[src/rtl/mem_stage_lsu.sv]
// MEM pipeline stage: waits for data-SRAM data_ok on issued accesses, extends load data, feeds WB and ID bypass.
// Latency: non-memory ops spend 1 cycle; an access leaves on the cycle its data_ok arrives, or later from rbuf.
// Backpressure: holds the entry while wb_allowin is low; a response arriving meanwhile is parked in rbuf.
module mem_stage_lsu #(
    parameter int XLEN   = 32,
    parameter int DEST_W = 5,
    parameter int DISC_W = 2
) (
    input  logic                           clk,
    input  logic                           reset,
    input  logic                           exe_mem_valid,
    output logic                           mem_allowin,
    input  logic [6+DEST_W+3*XLEN-1:0]     exe_mem_bus,
    input  logic                           exe_inflight_cancel,
    input  logic                           flush,
    output logic                           mem_wb_valid,
    input  logic                           wb_allowin,
    output logic [1+3*XLEN+DEST_W-1:0]     mem_wb_bus,
    input  logic                           data_sram_data_ok,
    input  logic [XLEN-1:0]                data_sram_rdata,
    output logic [2+DEST_W+XLEN-1:0]       mem_fwd_bus
);

    // Sum width leaves headroom for counter + two increments before saturation.
    localparam int SUM_W = DISC_W + 2;
    localparam logic [SUM_W-1:0] DISC_MAX = SUM_W'((1 << DISC_W) - 1);

    // Field layout of the EXE->MEM bus, MSB first.
    typedef struct packed {
        logic              gr_we;
        logic              res_from_mem;
        logic [2:0]        ld_op;
        logic              req_issued;
        logic [DEST_W-1:0] dest;
        logic [XLEN-1:0]   pc;
        logic [XLEN-1:0]   inst;
        logic [XLEN-1:0]   alu_result;
    } exe_bus_t;

    // Stage state.
    logic              mem_valid_q,  mem_valid_d;
    exe_bus_t          bus_q,        bus_d;
    logic [XLEN-1:0]   rbuf_q,       rbuf_d;
    logic              rbuf_valid_q, rbuf_valid_d;
    logic [DISC_W-1:0] disc_cnt_q,   disc_cnt_d;

    // Handshake and datapath intermediates.
    logic              resp_live;
    logic              resp_drop;
    logic              waiting;
    logic              mem_ready_go;
    logic              mem_leave;
    logic              capture;
    logic              park_resp;
    logic [SUM_W-1:0]  disc_sum;
    logic [XLEN-1:0]   ld_raw;
    logic [XLEN-1:0]   ld_shift;
    logic [XLEN-1:0]   ld_ext;
    logic [XLEN-1:0]   final_result;
    logic              fwd_we;
    logic              fwd_ready;

    // Response classification and stage handshake.
    always_comb begin
        // A response only belongs to the current entry once all stale ones are drained.
        resp_live    = data_sram_data_ok & (disc_cnt_q == '0);
        resp_drop    = data_sram_data_ok & (disc_cnt_q != '0);
        waiting      = mem_valid_q & bus_q.req_issued & ~rbuf_valid_q;
        mem_ready_go = ~bus_q.req_issued | rbuf_valid_q | (waiting & resp_live);
        mem_wb_valid = mem_valid_q & mem_ready_go & ~flush;
        mem_allowin  = ~mem_valid_q | (mem_ready_go & wb_allowin);
        mem_leave    = mem_wb_valid & wb_allowin;
        capture      = exe_mem_valid & mem_allowin & ~flush;
        // Response is consumed but WB cannot take it yet: keep it for a later cycle.
        park_resp    = waiting & resp_live & ~wb_allowin;
    end

    // Valid bit and bus register next state; flush kills the entry and blocks capture.
    always_comb begin
        mem_valid_d = mem_valid_q;
        bus_d       = bus_q;
        if (flush) begin
            mem_valid_d = 1'b0;
        end else if (mem_allowin) begin
            mem_valid_d = exe_mem_valid;
        end
        if (capture) begin
            bus_d = exe_mem_bus;
        end
    end

    // Response buffer: filled when data arrives under WB backpressure, emptied when the entry leaves.
    always_comb begin
        rbuf_d       = rbuf_q;
        rbuf_valid_d = rbuf_valid_q;
        if (flush) begin
            rbuf_valid_d = 1'b0;
        end else if (mem_leave) begin
            rbuf_valid_d = 1'b0;
        end else if (park_resp) begin
            rbuf_valid_d = 1'b1;
            rbuf_d       = data_sram_rdata;
        end
    end

    // Discard counter: on flush, add outstanding responses that must be thrown away; drain on each dropped data_ok.
    always_comb begin
        disc_sum = SUM_W'(disc_cnt_q)
                 - SUM_W'(resp_drop);
        if (flush) begin
            // A live response arriving with the flush is consumed here, so it is not counted.
            disc_sum = disc_sum
                     + SUM_W'(waiting & ~resp_live)
                     + SUM_W'(exe_inflight_cancel);
        end
        if (disc_sum > DISC_MAX) begin
            disc_cnt_d = DISC_MAX[DISC_W-1:0];
        end else begin
            disc_cnt_d = disc_sum[DISC_W-1:0];
        end
    end

    // Load alignment and extension; unlisted ld_op encodings fall back to a full word.
    always_comb begin
        ld_raw   = rbuf_valid_q ? rbuf_q : data_sram_rdata;
        ld_shift = ld_raw >> {bus_q.alu_result[1:0], 3'b000};
        case (bus_q.ld_op)
            3'b001:  ld_ext = {{(XLEN-8){ld_shift[7]}},  ld_shift[7:0]};
            3'b010:  ld_ext = {{(XLEN-16){ld_shift[15]}}, ld_shift[15:0]};
            3'b011:  ld_ext = {{(XLEN-8){1'b0}},          ld_shift[7:0]};
            3'b100:  ld_ext = {{(XLEN-16){1'b0}},         ld_shift[15:0]};
            default: ld_ext = ld_shift;
        endcase
        final_result = bus_q.res_from_mem ? ld_ext : bus_q.alu_result;
    end

    // Result buses to WB and to the ID bypass/stall logic.
    always_comb begin
        fwd_we      = mem_valid_q & bus_q.gr_we;
        fwd_ready   = mem_ready_go;
        mem_wb_bus  = {bus_q.gr_we, bus_q.pc, bus_q.inst, final_result, bus_q.dest};
        mem_fwd_bus = {fwd_we, fwd_ready, bus_q.dest, final_result};
    end

    // State registers with synchronous reset.
    always_ff @(posedge clk) begin
        if (reset) begin
            mem_valid_q  <= 1'b0;
            bus_q        <= '0;
            rbuf_q       <= '0;
            rbuf_valid_q <= 1'b0;
            disc_cnt_q   <= '0;
        end else begin
            mem_valid_q  <= mem_valid_d;
            bus_q        <= bus_d;
            rbuf_q       <= rbuf_d;
            rbuf_valid_q <= rbuf_valid_d;
            disc_cnt_q   <= disc_cnt_d;
        end
    end

endmodule

[config.mk]
export PLATFORM = sky130hd
export DESIGN_NAME = mem_stage_lsu
export DESIGN_NICKNAME = d
export VERILOG_FILES = /design/src/rtl/mem_stage_lsu.sv
export SDC_FILE = /design/constraint.sdc
export NUM_CORES = 1
export LEC_CHECK = 0
export ABC_AREA = 1
export BUFFER_PORTS_ARGS = -buffer_cell sky130_fd_sc_hd__buf_2
export CAP_MARGIN = 5
export CORE_MARGIN = 4
export CORE_UTILIZATION = 42
export DETAILED_ROUTE_END_ITERATION = 8
export GPL_TIMING_DRIVEN = 0
export PLACE_DENSITY = 0.7
export SETUP_SLACK_MARGIN = 0.3
export SLEW_MARGIN = 20
export SYNTH_ARGS = -nofsm -noshare
export SYNTH_HDL_FRONTEND = slang
export SYNTH_SLANG_ARGS = --single-unit
[constraint.sdc]
create_clock -name clk -period 4.55 [get_ports clk]
set_input_delay 0.6825 -clock clk [delete_from_list [all_inputs] [get_ports clk]]
set_output_delay 0.6825 -clock clk [all_outputs]
set_load 0.005 [all_outputs]
* After elaboration in Yosys (flattened, before gate mapping)
Index checks and enable logic that the tools add are counted.
** Operators by class
- Shifts and indexed selects :: 1
- Bitwise logic cells :: 24
- $add $sub $neg :: 3
- Magnitude comparators :: 1
- Muxes and demuxes :: 5
- Reduce and logical (&&, ||, !) cells :: 5
- Equality and inequality tests :: 4
** Operators by type and width (number)
- $pmux W32 S4 :: 1
- $mux W32 :: 2
- $shr A32 B5 Y32 :: 1
- $and A1 B1 Y1 :: 13
- $eq A3 B2 Y1 const B :: 2
- $not A1 Y1 :: 6
- $add A4 B1 Y4 :: 1
- $add A4 B4 Y4 :: 1
- $and A1 B4 Y4 :: 1
- $gt A4 B2 Y1 const B :: 1
- $mux W4 :: 1
- $not A1 Y4 :: 1
- $eq A3 B1 Y1 const B :: 1
- $eq A3 B3 Y1 const B :: 1
- $or A1 B1 Y1 :: 3
- $reduce_and A3 Y1 :: 1
- $reduce_or A3 Y1 :: 1
- $sub A2 B1 Y3 :: 1
- $logic_not A2 Y1 :: 1
- $mux W2 :: 1
- $reduce_bool A2 Y1 :: 1
- $reduce_or A2 Y1 :: 1
** Word-level totals
- Output and inout bits :: 143
- Input port bits :: 146
- Word-level logic and storage cells :: 55
- Flip-flop bits (word level) :: 143

* Logic depth before layout (Yosys ltp)
Gate-level depths: netlist of run 1.
- Depth in word-level cells :: 9
- Mapped depth :: 12
- Gate-level depth less buffers :: 11

* Worst setup path before layout of run 1
Ideal clock, no wire load.
- Path kind :: input to register
- Start :: in data_sram_data_ok
- End :: reg disc_cnt_q[0]
- Buffers on the path :: 0
- Setup time :: 115 ps
- Path slack :: 2192 ps
- Required time :: 4435 ps
- Stages :: 9
- Arrival time :: 2243 ps
- Cells stage by stage :: o21a_1 > ha_1 > inv_1 > fa_1 > ha_1 > nand2_1 > mux2_2 > o21ai_0 > inv_1
** On the way
- Longest elaborated chain between the ends :: 8
- Elaborated cells on any way between the ends :: 10
- Those cells by class :: 3 x add/sub; 1 x order compare; 2 x mux; 4 x bitwise
** RTL lines
- start: declaration :: RTL line 19 : input logic data_sram_data_ok,
- parallel branches: the longest is 5 deep, another holds $add A4 B4 Y4
- $mux W4 (*) :: RTL line 110 : if (flush) begin
- $gt A4 B2 Y1 :: RTL line 116 : if (disc_sum > DISC_MAX) begin
- $mux W2 (*) :: RTL line 116
- end signal: assignment :: RTL line 158 : disc_cnt_q <= disc_cnt_d;
- end: declaration :: RTL line 45 : logic [DISC_W-1:0] disc_cnt_q, disc_cnt_d;
Mark *: on every way between the ends.
A chain may end at the register's enable or synchronous reset.

* Final worst setup path of run 1
- Start :: reg rbuf_valid_q
- End :: out mem_wb_bus[19]
** On the way
- Longest elaborated chain between the ends :: 4
** RTL lines
- start: declaration :: RTL line 44 : logic rbuf_valid_q, rbuf_valid_d;
- start signal: assignment :: RTL line 157 : rbuf_valid_q <= rbuf_valid_d;
- $mux W32 :: RTL line 125 : ld_raw = rbuf_valid_q ? rbuf_q : data_sram_rdata;
- $shr A32 B5 Y32 :: RTL line 126 : ld_shift = ld_raw >> {bus_q.alu_result[1:0], 3'b000};
- $pmux W32 S4 :: RTL line 127 : case (bus_q.ld_op)
- $mux W32 :: RTL line 134 : final_result = bus_q.res_from_mem ? ld_ext : bus_q.alu_result;
- end: declaration :: RTL line 18 : output logic [1+3*XLEN+DEST_W-1:0] mem_wb_bus,
No other way between the ends.

==> out/metrics.csv, run 1 <==
stage,metric,value,unit
run_status,status,"complete, no violations",
place,dpl ws,1.82,ns
detailed_routing,via count,8110,
die,initial core utilization,43.0,%
clock_network,Worst-path clk slew,0.06,ns
synth,top cell type's share of synthesized area,36.6,%
worst_setup_path,r2r endpoint,disc_cnt_q[1]$_SDFF_PP0_,
synth,"count leader, synth",nand2_1,
synth,Mapped Nets,1242,
power,Sw Ratio,25.7,%
power,pwr dens,348,mW/mm^2
sta,FMAX,321,MHz
die,core area,0.0181,mm^2
sta,Max-slew headroom,54.1,%
power,Int Power,2.64,mW
synth,Synth cell types,32,
power,Clk network pwr share,44.5,%
clock_network,htree depth,4,
clock_network,post-CTS resize count,0,
clock_network,clk_lat worst skew,0.42,ns
power,Total Power,3.55,mW
power,Comb pwr share,17.8,%
clock_network,clock root cell,clkbuf_16,
global_route,first-pass GRT wire length,38.5,mm
place,area post-placement,0.00953,mm^2
sta,setup violators final,0,
worst_setup_path,Worst EP arrival,2.44,ns
sta,min Tclk post-route,3.12,ns
flow_run,max-cap viol count,0,
synth,Area contributors post-synth,"dfxtp_1, buf_4, nand2_1",
power,Leakage,5.06,nW
clock_network,CTS tree,yes,
power,sequential fraction of design power,37.8,%
sta,final worst slack,1.43,ns
sta,measured slew at the worst slew-check pin,0.689,ns
synth,"Avg Cell Area, Syn",7.15,um^2
cells_and_area,P&R area growth vs syn,30.6,%
worst_hold_path,hold path start,rbuf_q[21]$_SDFFE_PP0P_,
detailed_routing,Residual DRC,0,
synth,Synth top cells by count,"nand2_1, nand3_1, dfxtp_1, a21oi_1, buf_4",
worst_setup_path,CP Max Fanout,10,
sta,Fin. Hold Viols,0,
power,maximum VDD drop,251,uV
die,Die H,144,um
global_route,vias in the first global route,7834,
sta,Hold Slack,0.451,ns
worst_setup_path,Startpoint Class,flop,
worst_hold_path,Hold Crit Depth,2,
detailed_routing,routed wire length,24.9,mm
place,PortBufs,286,
synth,sequential area share after synthesis,36.6,%
cells_and_area,Final #Nets,1547,
sta,Final Max Tran Viols,0,
detailed_routing,DRT iter0 DRCs,499,
sta,Setup TNS,0,ns
worst_setup_path,critical path required time,3.87,ns
clock_network,postcts setup bufs,0,
sta,RSZ-0062 raised after global routing,no,
synth,asr flop ratio synth,0,%
cells_and_area,ratio of cells with drive above 1 in the final layout,39.5,%
clock_network,CTS Hold Bufs,0,
power,NetSw,912,uW
cells_and_area,Fillers,1768,
worst_setup_path,Reg2Reg Depth,9,
worst_setup_path,critical path type,reg -> out,
synth,Post-synth EDFFs,0,
global_route,gr usage total,23.4,%
sta,Final Cycle Share,68.5,%
cells_and_area,Final Util,56.2,%
synth,synth warn,0,
worst_setup_path,crit end category,output pin,
clock_network,Clock Sinks,143,
worst_setup_path,"reg-to-reg slack, setup",2.35,ns
die,FP Rows,49,
place,post-detail-place hpwl,19.6,mm
cells_and_area,Non-Filler Instances,1643,
global_route,initial antenna violation count,6,
die,width of the die,144,um
synth,Syn Inst Count,1092,
place,gpl congestion,0.920,
die,I/O Pins,289,
clock_network,cts bufs inserted,17,
synth,Mapped Area,0.00781,mm^2
cells_and_area,final instance area,0.0102,mm^2
worst_hold_path,hold crit path type,reg -> reg,
clock_network,Max Buffers Root-to-Sink,2,
place,Cells after DPL,1607,
synth,largest area contributor in the netlist,dfxtp_1,
synth,Seq cells post-synth,143,
synth,top_reg_cell synth,dfxtp_1,
global_route,total gr overflow,0,
worst_hold_path,WHS Endpoint,rbuf_q[21]$_SDFFE_PP0P_,
detailed_routing,Routed Antenna Nets,0,
global_route,largest net degree at the start of global routing,17,
detailed_routing,WL per Instance,15.1,um
worst_setup_path,worst r2r src,disc_cnt_q[1]$_SDFF_PP0_,
detailed_routing,drt pass-1 iters,5,
die,Die ar.,0.0208,mm^2
sta,Setup Skew,0.00486,ns
detailed_routing,Avg Vias per Cell,4.94,
==> sequential cells by signal, indices dropped and copies added (netlist names) <==
register and cells:
bus_q 37, disc_cnt_q 2, mem_fwd_bus 5, mem_valid_q 1
mem_wb_bus 65, rbuf_q 32, rbuf_valid_q 1
==> final cells by class <==
type | count | area, um^2 | area share (%)
Multi-Input combinational cell | 680 | 3390 | 33.2
Sequential cell | 143 | 2860 | 28.1
Timing Repair Buffer | 286 | 1430 | 14.0
Buffer | 186 | 1240 | 12.2
Clock buffer | 22 | 484 | 4.74
Inverter | 83 | 317 | 3.10
Tap cell | 229 | 287 | 2.81
Clock inverter | 10 | 181 | 1.78
Antenna cell | 4 | 10.0 | 0.0981
==> logic make-up (layout without fill, tap and decap cells) <==
| kind of cell | Yosys count | after routing | synth area share (%) |
|---|---|---|---|
| DFF | 143 | 143 | 36.6 |
| AOI/OAI and AO/OA | 235 | 235 | 17.0 |
| other | 0 | 4 | 0 |
| and+or+nand+nor | 440 | 440 | 25.5 |
| buffers and inverters | 269 | 587 | 20.0 |
| adders and majority gates | 4 | 4 | 0.737 |
| muxes | 1 | 1 | 0.144 |
==> worst max path at each step <==
stage	from	to	slack [ns]	cells past startpoint
3_3_place_gp	data_sram_rdata[23]	mem_wb_bus[13]	1.82	10
2_1_floorplan	data_sram_data_ok	disc_cnt_q[0]$_SDFF_PP0_	2.19	9
5_1_grt	rbuf_valid_q$_SDFFE_PP0P_	mem_wb_bus[18]	1.25	9
3_5_place_dp	data_sram_rdata[23]	mem_wb_bus[34]	1.82	12
4_1_cts	rbuf_valid_q$_SDFFE_PP0P_	mem_wb_bus[19]	1.49	9
6_report	rbuf_valid_q$_SDFFE_PP0P_	mem_wb_bus[19]	1.43	9
==> cells in the final DEF, fill, tap and decap left out, types with 2 or more instances in the layout <==
cell type	instances
inv_4	2
diode_2	4
clkbuf_8	4
bufinv_16	5
or2_2	16
clkbuf_1	28
buf_4	113
clkinv_2	3
inv_1	80
a21oi_2	27
nor2_1	19
buf_12	3
buf_2	322
buf_1	4
buf_6	2
dfxtp_1	143
o21ai_0	60
o211ai_1	16
nand2_2	32
nand2_1	218
nand3_1	148
nand3_2	2
clkbuf_16	17
o21ai_1	3
a21oi_1	127
ha_1	3
==> power groups by stage <==
stage	clock network (mW)	registers, mW	logic [mW]
finish	1.58	1.34	0.630
global route	1.65	1.35	0.710
global placement	0	1.37	0.621
floorplan	0	1.36	0.395
CTS	1.59	1.34	0.635
detailed placement	0	1.37	0.632
==> worst max-delay path, cell delays in order, from the launching register on <==
cell      delay [ns]
dfxtp_1         0.32
buf_6           0.13
buf_2           0.20
buf_2           0.24
o21ai_0         0.26
o211ai_1        0.26
nand2_1         0.09
a21oi_1         0.26
buf_4           0.16
buf_2           0.10
==> layer usage <==
| metal | vias up | track usage, % | routed length [um] |
|---|---|---|---|
| met1 | 3663 | 28.3 | 10200 |
| met2 | 313 | 38.4 | 11700 |
| met3 | 62 | 7.57 | 2160 |
| met5 | - | 0 | 40 |
| met4 | 6 | 9.82 | 789 |
| li1 | 4066 | - | - |
No activity file was read; power rests on OpenSTA's default activity.
==> run 2, diff against run 1 <==
==> constraint.sdc (replaced) <==
create_clock -name clk -period 3.3 [get_ports clk]
set_input_delay 0.495 -clock clk [delete_from_list [all_inputs] [get_ports clk]]
set_output_delay 0.495 -clock clk [all_outputs]
set_load 0.005 [all_outputs]
==> out/metrics.csv, run 2 (synthesis results as in run 1) <==
stage,metric,value,unit
cells_and_area,Fillers,1767,
worst_setup_path,"critical path, cell by cell",buf_6 -> buf_2 -> clkbuf_4 -> o21ai_0 -> o211ai_1 -> nand2_1 -> a21oi_1 -> buf_4 -> buf_2,
global_route,initial antenna violation count,6,
sta,Fin. Hold Viols,0,
cells_and_area,ratio of cells with drive above 1 in the final layout,39.5,%
worst_setup_path,CP Max Fanout,10,
die,Die H,144,um
flow_run,max-cap viol count,0,
cells_and_area,Final #Nets,1547,
detailed_routing,DRT iter0 DRCs,494,
sta,Final Cycle Share,87.4,%
power,Clk network pwr share,44.5,%
die,I/O Pins,289,
cells_and_area,number of flip-flops under the largest register name,65,
cells_and_area,area occupied by multi-input gates,0.00339,mm^2
die,initial core utilization,43.0,%
detailed_routing,Routed Antenna Nets,0,
detailed_routing,Residual DRC,0,
die,Die ar.,0.0208,mm^2
sta,FMAX,347,MHz
clock_network,clk_lat worst skew,0.42,ns
clock_network,clock root cell,clkbuf_16,
place,gpl congestion,0.920,
worst_setup_path,Reg2Reg Depth,9,
sta,measured slew at the worst slew-check pin,0.689,ns
power,maximum VDD drop,345,uV
sta,min Tclk post-route,2.88,ns
power,sequential fraction of design power,37.8,%
power,NetSw,1.26,mW
sta,RSZ-0062 raised after global routing,no,
global_route,gr usage total,23.4,%
cells_and_area,P&R area growth vs syn,30.7,%
global_route,largest net degree at the start of global routing,17,
die,core area,0.0181,mm^2
detailed_routing,drt pass-1 iters,5,
worst_setup_path,crit end category,output pin,
detailed_routing,WL per Instance,15.1,um
worst_setup_path,critical path type,reg -> out,
sta,setup violators final,0,
power,Sw Ratio,25.7,%
clock_network,Max Buffers Root-to-Sink,2,
power,pwr dens,479,mW/mm^2
sta,final worst slack,0.417,ns
cells_and_area,Reg area,0.00286,mm^2
worst_hold_path,hold crit path type,in -> reg,
clock_network,cts bufs inserted,17,
worst_setup_path,max incr delay on CP,0.32,ns
detailed_routing,routed wire length,24.9,mm
die,width of the die,144,um
worst_setup_path,Startpoint Class,flop,
run_status,status,"complete, no violations",
worst_setup_path,critical path required time,2.80,ns
cells_and_area,"commonest non-fill, non-tap cell in the layout",buf_2,
clock_network,Clock Sinks,143,
global_route,first-pass GRT wire length,38.5,mm
cells_and_area,Final Util,56.2,%
worst_setup_path,Worst EP arrival,2.39,ns
power,Comb pwr share,17.8,%
sta,Max-slew headroom,54.1,%
global_route,vias in the first global route,7834,
place,dpl ws,0.864,ns
clock_network,postcts setup bufs,0,
sta,Setup TNS,0,ns
detailed_routing,Avg Vias per Cell,4.95,
worst_setup_path,Worst path most repeated cell,buf_2,
sta,Final Max Tran Viols,0,
clock_network,htree depth,4,
power,Int Power,3.63,mW
place,PortBufs,286,
power,Leakage,5.06,nW
cells_and_area,"commonest cells after routing, fill and taps aside","buf_2, nand2_1, nand3_1",
sta,Setup Skew,0.00486,ns
sta,Hold Slack,0.306,ns
clock_network,CTS tree,yes,
worst_hold_path,Hold Crit Depth,3,
place,post-detail-place hpwl,19.6,mm
clock_network,Worst-path clk slew,0.06,ns
global_route,total gr overflow,0,
worst_setup_path,Worst path slowest cell,dfxtp_1,
detailed_routing,via count,8133,
die,FP Rows,49,
run 2: cell count changes in the layout (fill, tap and decap cells not counted), sizes merged:
cell / change
buf: -1
clkbuf: +1
run 2: layout make-up:
cell class	instances	area share, %
Timing Repair Buffer	286	14.0
Antenna cell	4	0.0981
Tap cell	229	2.81
Multi-Input combinational cell	680	33.2
Sequential cell	143	28.0
Clock inverter	10	1.78
Buffer	186	12.2
Clock buffer	22	4.74
Inverter	83	3.10
run 2: repair_timing:
action,in CTS,in global routing
resized for setup,0,3
endpoints found under the setup margin,0,5
hold buffers,0,0
run 2: final timing paths:
check	from	end	slack [ns]
max	rbuf_valid_q$_SDFFE_PP0P_	mem_wb_bus[19]	0.42
min	exe_mem_valid	mem_valid_q$_SDFFE_PP0N_	0.31
max reg2reg	disc_cnt_q[1]$_SDFF_PP0_	disc_cnt_q[1]$_SDFF_PP0_	1.10
min reg2reg	rbuf_q[21]$_SDFFE_PP0P_	rbuf_q[21]$_SDFFE_PP0P_	0.45
run 2: power by group through the flow:
| stage | combinational, mW | sequential [mW] | clock (mW) |
|---|---|---|---|
| after floorplan | 0.544 | 1.87 | 0 |
| after global placement | 0.856 | 1.88 | 0 |
| after detailed placement | 0.872 | 1.88 | 0 |
| after CTS | 0.875 | 1.85 | 2.20 |
| after global routing | 0.980 | 1.85 | 2.28 |
| final | 0.868 | 1.85 | 2.17 |
run 2: worst max-delay path, delay by kind of cell, from the launching register on:
kind / cells / cell delay (ns)
buffers and inverters: 5 / 0.83
AOI/OAI and AO/OA: 3 / 0.74
DFF: 1 / 0.32
and+or+nand+nor: 1 / 0.09
run 2: routing by layer:
layer | global-route usage, % | vias up | share of wire [%] | routed length (um)
met2 | 38.4 | 327 | 47 | 11700
met3 | 7.57 | 64 | 8.8 | 2190
met4 | 9.82 | 6 | 3.2 | 799
met1 | 28.3 | 3666 | 41 | 10200
met5 | 0 | - | 0.16 | 40
li1 | - | 4070 | - | -
run 2: per-stage QoR:
stage                     cell area (um^2)  cells  power, mW
final                                10200   1643       4.89
after CTS                            10200   1639       4.92
after detailed placement              9530   1607       2.75
after floorplan                       7810   1092       2.41
after global placement                9530   1607       2.74
after global routing                 10200   1642       5.11
==> run 3, diff against run 2 <==
--- a/config.mk
+++ b/config.mk
@@ -6,7 +6,8 @@
 export NUM_CORES = 1
 export LEC_CHECK = 0
 export ABC_AREA = 1
-export BUFFER_PORTS_ARGS = -buffer_cell sky130_fd_sc_hd__buf_2
+export ABC_CLOCK_PERIOD_IN_PS = 3300
+export BUFFER_PORTS_ARGS = -buffer_cell sky130_fd_sc_hd__clkbuf_2
 export CAP_MARGIN = 5
 export CORE_MARGIN = 4
 export CORE_UTILIZATION = 42
==> out/metrics.csv, run 3 (synthesis results as in run 1) <==
stage,metric,value,unit
detailed_routing,DRT iter0 DRCs,514,
worst_setup_path,Reg2Reg Depth,9,
worst_setup_path,crit end category,output pin,
sta,Setup Skew,0.0132,ns
sta,Max-slew headroom,53.9,%
power,Total Power,4.76,mW
clock_network,htree depth,4,
sta,Final Cycle Share,87.2,%
worst_setup_path,CP startpoint,rbuf_valid_q$_SDFFE_PP0P_,
worst_setup_path,critical path type,reg -> out,
worst_setup_path,Crit path max-delay family,buffers and inverters,
sta,Hold Slack,0.300,ns
clock_network,postcts setup bufs,0,
detailed_routing,via count,8006,
global_route,first-pass GRT wire length,38.8,mm
power,Int Power,3.47,mW
worst_hold_path,Hold Crit Depth,3,
cells_and_area,Reg area,0.00286,mm^2
clock_network,clock root cell,clkbuf_16,
cells_and_area,Final #Nets,1547,
worst_setup_path,critical path required time,2.80,ns
place,dpl ws,0.841,ns
clock_network,Worst-path clk slew,0.06,ns
power,maximum VDD drop,349,uV
clock_network,Max Buffers Root-to-Sink,2,
detailed_routing,WL per Instance,15.2,um
place,PortBufs,286,
worst_setup_path,Worst path slowest cell,dfxtp_1,
cells_and_area,ratio of cells with drive above 1 in the final layout,39.6,%
global_route,vias in the first global route,7621,
sta,Fin. Hold Viols,0,
power,Clk network pwr share,42.8,%
cells_and_area,number of flip-flops under the largest register name,65,
die,Die ar.,0.0208,mm^2
detailed_routing,drt pass-1 iters,5,
cells_and_area,"commonest non-fill, non-tap cell in the layout",clkbuf_2,
cells_and_area,"commonest cells after routing, fill and taps aside","clkbuf_2, nand2_1, nand3_1",
power,Sw Ratio,27.1,%
clock_network,clk_lat worst skew,0.43,ns
global_route,largest net degree at the start of global routing,17,
run_status,status,"complete, no violations",
die,I/O Pins,289,
sta,final worst slack,0.422,ns
clock_network,CTS Hold Bufs,0,
worst_setup_path,Worst EP arrival,2.38,ns
detailed_routing,Routed Antenna Nets,0,
cells_and_area,area occupied by multi-input gates,0.00339,mm^2
sta,Setup TNS,0,ns
clock_network,post-CTS resize count,0,
global_route,gr usage total,23.5,%
power,Leakage,4.97,nW
sta,FMAX,348,MHz
cells_and_area,P&R area growth vs syn,30.1,%
die,Die H,144,um
power,pwr dens,468,mW/mm^2
cells_and_area,Fillers,1790,
cells_and_area,ant diodes,0,
worst_setup_path,Startpoint Class,flop,
die,core area,0.0181,mm^2
power,Comb pwr share,18.4,%
power,sequential fraction of design power,38.8,%
die,width of the die,144,um
die,FP Rows,49,
clock_network,CTS tree,yes,
global_route,total gr overflow,0,
worst_setup_path,CP Max Fanout,10,
worst_hold_path,hold crit path type,in -> reg,
clock_network,cts bufs inserted,17,
sta,RSZ-0062 raised after global routing,no,
sta,Final Max Tran Viols,0,
place,post-detail-place hpwl,19.5,mm
sta,setup violators final,0,
place,gpl congestion,0.918,
sta,min Tclk post-route,2.88,ns
detailed_routing,Residual DRC,0,
worst_setup_path,Crit path depth,9,
worst_setup_path,"critical path, cell by cell",buf_6 -> buf_2 -> clkbuf_4 -> o21ai_0 -> o211ai_1 -> nand2_1 -> a21oi_1 -> buf_4 -> clkbuf_2,
worst_hold_path,hold path start,exe_mem_valid,
flow_run,max-cap viol count,0,
global_route,initial antenna violation count,1,
clock_network,Clock Sinks,143,
die,initial core utilization,43.0,%
detailed_routing,Avg Vias per Cell,4.88,
detailed_routing,routed wire length,24.9,mm
sta,measured slew at the worst slew-check pin,0.691,ns
worst_setup_path,Buf/Inv on CP,5,
worst_setup_path,worst r2r src,disc_cnt_q[1]$_SDFF_PP0_,
worst_setup_path,max incr delay on CP,0.32,ns
power,NetSw,1.29,mW
run 3: changes by cell type in the layout (fill, tap and decap cells not counted), sizes merged:
cell	change
buf	-286
clkbuf	+284
diode	-4
bufinv	-2
clkinvlp	+2
inv	+2
run 3: metrics by stage:
stage,utilization [%],cells,cell area (um^2)
after floorplan,-,1092,7810
after global placement,52.5,1607,9530
after detailed placement,52.5,1607,9530
after CTS,56.0,1639,10200
after global routing,56.0,1639,10200
final,56.0,1639,10200
run 3: tightest hold or removal path: stages:
cell and delay (ns):
clkbuf_2 0.08, o21ai_0 0.07, inv_1 0.04
run 3: path summary, 6_finish.rpt:
path	to	slack, ns
setup reg to reg	disc_cnt_q[0]$_SDFF_PP0_	1.11
hold reg to reg	rbuf_q[31]$_SDFFE_PP0P_	0.45
setup / recovery	mem_wb_bus[18]	0.42
hold / removal	mem_valid_q$_SDFFE_PP0N_	0.30
run 3: layout make-up:
type                            count  share of cell area [%]
Multi-Input combinational cell    680                    33.4
Sequential cell                   143                    28.2
Timing Repair Buffer              286                    14.1
Buffer                            186                    12.3
Clock buffer                       20                    4.59
Inverter                           83                    3.12
Tap cell                          229                    2.82
Clock inverter                     12                    1.55
run 3: power groups by stage:
stage / Combinational [mW] / Sequential, mW / Clock, mW
after CTS: 0.878 / 1.85 / 2.06
final: 0.874 / 1.85 / 2.04
after global placement: 0.859 / 1.88 / 0
after floorplan: 0.544 / 1.87 / 0
after global routing: 0.984 / 1.86 / 2.15
after detailed placement: 0.873 / 1.88 / 0
run 3: routing by layer:
metal	GRT usage, %	wire, um	vias up
met4	8.00	590	2
met2	38.9	11800	281
met5	0	11	-
met3	6.15	1930	45
li1	-	-	4066
met1	29.9	10600	3612
